File: config.mk
export PLATFORM = sky130hd
export DESIGN_NAME = shared_reg_arbiter
export DESIGN_NICKNAME = d
export VERILOG_FILES = /design/src/rtl/shared_reg_arbiter.sv
export SDC_FILE = /design/constraint.sdc
export NUM_CORES = 1
export LEC_CHECK = 0
export BUFFER_PORTS_ARGS = -buffer_cell sky130_fd_sc_hd__buf_2
export CAP_MARGIN = 20
export CORE_MARGIN = 2
export CORE_UTILIZATION = 35
export CTS_BUF_LIST = sky130_fd_sc_hd__clkbuf_2
export DETAILED_ROUTE_END_ITERATION = 10
export GPL_TIMING_DRIVEN = 0
export HOLD_SLACK_MARGIN = 0.06
export PLACE_DENSITY = 0.56
export SYNTH_ARGS = -nofsm -noshare
export SYNTH_HDL_FRONTEND = slang
export SYNTH_SLANG_ARGS = --single-unit
File: constraint.sdc
create_clock -name clk -period 3 [get_ports clk]
set_clock_uncertainty 0.05 [all_clocks]
set_input_delay 0.9 -clock clk [delete_from_list [all_inputs] [get_ports clk]]
set_output_delay 0.9 -clock clk [all_outputs]
set_load 0.03 [all_outputs]
File: src/rtl/shared_reg_arbiter.sv
// Three-requester arbiter for one shared register: round-robin grants, with an optional
// locked burst that holds the grant on one owner for up to LOCK_MAX writes.
module shared_reg_arbiter #(
    parameter int unsigned WIDTH    = 6,
    parameter int unsigned LOCK_MAX = 8
) (
    input  logic               clk,
    input  logic               rst_n,
    input  logic [2:0]         req,
    input  logic [2:0]         lock,
    input  logic [3*WIDTH-1:0] wdata,
    output logic [2:0]         gnt,
    output logic [WIDTH-1:0]   d,
    output logic               d_chg,
    output logic [1:0]         d_src,
    output logic               busy
);

    localparam int unsigned   CW       = $clog2(LOCK_MAX + 1);
    localparam logic [CW-1:0] LockMaxC = CW'(LOCK_MAX);

    typedef enum logic [0:0] {StIdle, StLocked} state_e;

    state_e        r_state, w_state_nxt;
    logic [1:0]    r_ptr, w_ptr_nxt;
    logic [1:0]    r_owner, w_owner_nxt;
    logic [CW-1:0] r_cnt, w_cnt_nxt;
    logic [CW-1:0] w_cnt_inc;

    logic [WIDTH-1:0] r_d;
    logic             r_d_chg;
    logic [1:0]       r_d_src;

    logic             w_wr;
    logic [1:0]       w_idx;
    logic [1:0]       w_i1, w_i2;
    logic [2:0]       w_gnt;
    logic [WIDTH-1:0] w_wdata;

    function automatic logic [1:0] inc3(input logic [1:0] i);
        return (i == 2'd2) ? 2'd0 : i + 2'd1;
    endfunction

    assign w_i1      = inc3(r_ptr);
    assign w_i2      = inc3(w_i1);
    assign w_cnt_inc = r_cnt + CW'(1);

    // Winner selection: owner only while locked, otherwise first requester from ptr.
    always_comb begin
        w_wr  = 1'b0;
        w_idx = r_ptr;
        if (r_state == StLocked) begin
            w_idx = r_owner;
            w_wr  = req[r_owner];
        end else if (req[r_ptr]) begin
            w_idx = r_ptr;
            w_wr  = 1'b1;
        end else if (req[w_i1]) begin
            w_idx = w_i1;
            w_wr  = 1'b1;
        end else if (req[w_i2]) begin
            w_idx = w_i2;
            w_wr  = 1'b1;
        end
    end

    always_comb begin
        w_gnt = 3'b000;
        if (w_wr && rst_n) begin
            w_gnt[w_idx] = 1'b1;
        end
    end

    always_comb begin
        w_wdata = wdata[2*WIDTH +: WIDTH];
        case (w_idx)
            2'd0:    w_wdata = wdata[0 +: WIDTH];
            2'd1:    w_wdata = wdata[WIDTH +: WIDTH];
            default: w_wdata = wdata[2*WIDTH +: WIDTH];
        endcase
    end

    always_comb begin
        w_state_nxt = r_state;
        w_ptr_nxt   = r_ptr;
        w_owner_nxt = r_owner;
        w_cnt_nxt   = r_cnt;
        unique case (r_state)
            StIdle: begin
                if (w_wr) begin
                    if (lock[w_idx] && (LOCK_MAX > 1)) begin
                        w_state_nxt = StLocked;
                        w_owner_nxt = w_idx;
                        w_cnt_nxt   = CW'(1);
                    end else begin
                        w_ptr_nxt = inc3(w_idx);
                    end
                end
            end
            StLocked: begin
                // Owner idle, lock dropped, or burst limit reached all release the lock.
                if (!w_wr || !lock[r_owner] || (w_cnt_inc == LockMaxC)) begin
                    w_state_nxt = StIdle;
                    w_ptr_nxt   = inc3(r_owner);
                    w_cnt_nxt   = '0;
                end else begin
                    w_cnt_nxt = w_cnt_inc;
                end
            end
        endcase
    end

    always_ff @(posedge clk or negedge rst_n) begin
        if (!rst_n) begin
            r_state <= StIdle;
            r_ptr   <= 2'd0;
            r_owner <= 2'd0;
            r_cnt   <= '0;
            r_d     <= '0;
            r_d_chg <= 1'b0;
            r_d_src <= 2'd0;
        end else begin
            r_state <= w_state_nxt;
            r_ptr   <= w_ptr_nxt;
            r_owner <= w_owner_nxt;
            r_cnt   <= w_cnt_nxt;
            r_d_chg <= w_wr && (w_wdata != r_d);
            if (w_wr) begin
                r_d     <= w_wdata;
                r_d_src <= w_idx;
            end
        end
    end

    assign gnt   = w_gnt;
    assign d     = r_d;
    assign d_chg = r_d_chg;
    assign d_src = r_d_src;
    assign busy  = (r_state == StLocked);

endmodule

-- After elaboration in Yosys (flattened, before gate mapping)
Index checks and enable logic that the tools add are counted.
- bits in registers: 18
- input port bits: 26
- output and inout port bits: 13
- word-level logic and storage cells: 81
- $add $sub $neg: 5
- magnitude comparators: 6
- equal/unequal tests: 11
- mux-type cells: 40
- bitwise operators: 1
- reductions and logical operators: 11
- operators by type and width (cell ; count):
    $mux 2 ; 11
    $lt 2x3->1 const B ; 5
    $mux 1 ; 14
    $bmux 1 s2 ; 6
    $mux 4 ; 3
    $pmux 6 s2 ; 1
    $add 2x1->2 const B ; 4
    $eq 2x2->1 const B ; 4
    $pmux 4 s2 ; 1
    $ne 2x2->1 const B ; 3
    $ne 6x6->1 ; 1
    $reduce_and 3->1 ; 2
    $add 4x1->4 const B ; 1
    $eq 4x4->1 const B ; 1
    $pmux 2 s2 ; 1
    $logic_and 1x1->1 ; 3
    $mux 3 ; 1
    $demux 1 s2 ; 1
    $eq 2x1->1 const B ; 1
    $ge 2x1->1 const B ; 1
    $logic_not 1->1 ; 2
    $logic_not 2->1 ; 1
    $logic_or 1x1->1 ; 2
    $ne 2x1->1 const B ; 1
    other kinds (3) ; 3

-- Logic depth before layout (Yosys ltp)
- depth after elaboration: 15
- mapped depth: 9
- depth with buffers taken out: 7

-- Worst setup path after synthesis
OpenSTA, ideal clock, no wires.
- path kind: input-to-output
- start: input port req[1]
- end: output port gnt[0]
- data arrival time: 2.150 ns
- data required time: 2.050 ns
- setup slack: -0.100 ns
- stages on the path: 6
- path buffers: 1
- cell sequence: nor2b_1 -> a22o_2 -> o31ai_4 -> buf_6 -> nand3_1 -> nor2_1
- word-level cells in the longest chain between the ends: 11
- elaborated cells between the ends (all ways): 23
- ends and longest elaborated chain (element ; line ; source):
    from (decl) ; 9 ; input logic [2:0] req,
    $bmux 1 s2 ; 61 ; end else if (req[w_i2]) begin
    $mux 1 (implied by the code) ; 61 ;
    $mux 2 ; 61 ;
    $mux 2 ; 58 ; end else if (req[w_i1]) begin
    $mux 2 ; 55 ; end else if (req[r_ptr]) begin
    $mux 2 ; 52 ; if (r_state == StLocked) begin
    $lt 2x3->1 (implied by the code) or $ge 2x1->1 (tied branches) ; 70 ; w_gnt[w_idx] = 1'b1;
    $logic_and 1x1->1 (implied by the code) ; 70 ;
    $mux 1 (implied by the code) ; 70 ;
    $demux 1 s2 ; 70 ;
    $mux 3 * ; 69 ; if (w_wr && rst_n) begin
    to (decl) ; 12 ; output logic [2:0] gnt,
Every way passes the cells marked *; elsewhere a longest branch is shown, timed or not. The select of a mux whose other input is x is not followed.

-- Worst setup path after layout
- start: input port req[0]
- end: output port gnt[2]
Same word-level chain as after synthesis.

==> impl_metrics.env <==
export IMPL_vias=1313
export IMPL_ir_drop_uv=429
export IMPL_syn_to_final_growth_pct=34.5
export IMPL_netSwitchingFraction_pct=48.8
export IMPL_place_congestion=0.815
export IMPL_crit_buf_inv=3
export IMPL_fin_area_sq_um=1800
export IMPL_setup_violations=3
export IMPL_pwr_share_clk_pct=5.6
export IMPL_criticalPathCategory="in2out"
export IMPL_clock_root_buffer="clkbuf_2"
export IMPL_rr_startpoint="r_ptr[1]"
export IMPL_dieHeight_um=65.8
export IMPL_viasPerCell=5.29
export IMPL_drt_wl_total_mm=3.62
export IMPL_place_inst=234
export IMPL_tns_ns=-0.180
export IMPL_maxSlewViolCount=0
export IMPL_clock_sinks=18
export IMPL_reg2reg_to="r_ptr[1]"
export IMPL_yosys_top_cells_count="18 x dfrtp_1, 14 x nand2_1, 12 x nor2_1, 8 x o21ai_0, 7 x a21oi_1"
export IMPL_syn_inst=148
export IMPL_cp_required_ns=2.05
export IMPL_placed_cell_area_sq_um=1590
export IMPL_synth_area_leaders="dfrtp_1 34%, mux2i_1 4.5%, mux2_2 4.2%"
export IMPL_path_common_cell="buf_4"
export IMPL_antenna_cells=0
export IMPL_yosysMostFrequentCell="dfrtp_1"
export IMPL_critPathLaunchType="input pin"
export IMPL_postSynthAreaPerCell_sq_um=9.03
export IMPL_track_usage_pct=17.3
export IMPL_grt_max_degree=21
export IMPL_comb_power_share_pct=70.2
export IMPL_slowest_delay_ns=0.27
export IMPL_worst_hold_path_type="in2async"
export IMPL_ys_types=48
export IMPL_worst_pin_slew_ns=0.480
export IMPL_worstPathArrival_ns=2.12
export IMPL_p_per_area_nw_per_um2=1080
export IMPL_synthArstFlopShare_pct=100
export IMPL_core_sq_um=3660
export IMPL_syn_area_sq_um=1340
export IMPL_ys_seq_area_share_pct=33.7
export IMPL_fin_ws_ns=-0.0674
export IMPL_max_freq_mhz=326
export IMPL_r2r_slack_ns=0.58
export IMPL_dr_pass1_iters=4
export IMPL_violations="setup timing"
export IMPL_ios=39
export IMPL_portBuffers=38
export IMPL_grt_pass1_wl_mm=5.79
export IMPL_antenna_found_initial=0
export IMPL_cp_top_family="buffers and inverters"
export IMPL_path_cells="buf_4 > or2b_1 > o22ai_4 > a21o_1 > buf_4 > nor2_4 > buf_6"
export IMPL_clk_pin_slew_ns=0.18
export IMPL_reg2regPathDepth=9
export IMPL_holdWs_ns=0.468
export IMPL_power_switching_uw=946
export IMPL_rsz0062_at_grt="true"
export IMPL_wl_per_cell_um=14.6
export IMPL_drive_above_1_share_pct=39.5
export IMPL_p_int_uw=991
export IMPL_crit_fanout=10
export IMPL_yosysTopAreaCell="dfrtp_1"
export IMPL_cts_inserted_buffers=3
export IMPL_slowest_stage="or2b_1"
export IMPL_cts_tree="yes"
export IMPL_p_leak_uw=0.000841
export IMPL_postLayoutCoreUtil_pct=49.1
export IMPL_p_seq_share_pct=24.3
export IMPL_worstSkewPairLatency_ns=0.30
export IMPL_cts_max_level=1
export IMPL_die_area_sq_um=4330
export IMPL_setup_worst_path_end_class="output port"
export IMPL_antenna_left=0
export IMPL_die_w_um=65.8
export IMPL_yosys_warnings=0
export IMPL_start_util_pct=36.5
export IMPL_slew_headroom_pct=68.0
export IMPL_synthFlopType="dfrtp_1"
export IMPL_period_share_pct=102
export IMPL_finalHoldViolCount=0
export IMPL_first_global_vias=1294
export IMPL_max_cap_violations=0
export IMPL_synth_seq_cells=18
export IMPL_synth_edff_count=0
export IMPL_synth_fp_nets=176
export IMPL_remaining_drc_errors=0
export IMPL_min_period_ns=3.07
export IMPL_yosys_area_top_type_share_pct=33.7
export IMPL_cts_buffer_depth=2
export IMPL_rows=22
export IMPL_overflow=0
export IMPL_status="finished, violations left"
export IMPL_drt_iter0_markers=77
export IMPL_nets=229
export IMPL_place_hpwl_mm=2.65
export IMPL_final_cells=248
==> layout make-up <==
class                   count  area (sq um)
fillers                   376          1860
clock inverters             1          3.75
well taps                  48          60.1
repair buffers             48           299
flip-flops and latches     18           450
clock buffers               3          15.0
plain buffers               4          28.8
inverters                   4          15.0
multi-input cells         122           925
==> cells in the final DEF, fill, tap and decap left out, types with 3 or more instances in the layout <==
cell	instances
buf_4	13
nor2b_1	4
and3_1	5
nand2b_1	3
nand3_1	4
inv_1	3
a31oi_1	4
a21oi_1	7
xnor2_1	4
nand2_1	14
o21ai_0	8
clkbuf_2	3
mux2i_1	6
a211oi_1	4
dfrtp_1	18
mux2_2	4
nor2_1	9
buf_6	4
buf_2	34
a21o_1	3
==> worst max path at each step <==
stage,slack (ns),cells past startpoint,from,to
after floorplan,-0.10,6,req[1],gnt[0]
after global placement,-0.29,8,req[1],gnt[1]
after detailed placement,-0.31,8,req[1],gnt[1]
after CTS,-0.11,8,req[1],gnt[2]
after global routing,-0.12,7,req[0],gnt[2]
final,-0.07,7,req[0],gnt[2]
==> power by group through the flow <==
stage / sequential (uW) / combinational (uW) / clock (uW)
6_report: 470 / 1360 / 108
5_1_grt: 484 / 1470 / 125
4_1_cts: 467 / 1220 / 113
3_5_place_dp: 469 / 1150 / 0
3_3_place_gp: 462 / 1120 / 0
2_1_floorplan: 578 / 746 / 0
==> cell families after synthesis <==
family,Yosys count,share of synthesized area [%]
AO/OA/AOI/OAI,44,25.3
adder cells (fa/ha/maj),2,1.87
XOR/XNOR,4,2.62
buffers and inverters,8,3.09
AND/OR/NAND/NOR,60,23.6
flip-flops,18,33.7
multiplexers,12,9.83
==> through the flow <==
stage	total power, uW	setup WS [ns]
floorplan	1320	-0.100
global placement	1580	-0.292
detailed placement	1610	-0.305
CTS	1800	-0.114
global route	2080	-0.123
finish	1940	-0.0674
==> registers in the layout (all words and copies together), names as in the netlist <==
name and cells:
busy 1, d 6, d_chg 1, d_src 2, r_cnt 4, r_owner 2
r_ptr 2
==> timing repair <==
item | CTS | global route
setup endpoints to repair | 3 | 3
gates resized for setup | 15 | 15
gates cloned | 0 | 0
pin swaps | 5 | 6
hold buffers | 0 | 0
buffers inserted | 3 | 7
==> per-layer routing <==
layer | track usage (%) | vias to the layer above | part of all wire (%)
met2 | 30.3 | 22 | 52
li1 | - | 649 | -
met1 | 22.0 | 640 | 44
met5 | 0 | - | 0
met4 | 4.43 | 0 | 0.47
met3 | 2.90 | 2 | 3.5
Power figures use the tool's default switching activity.
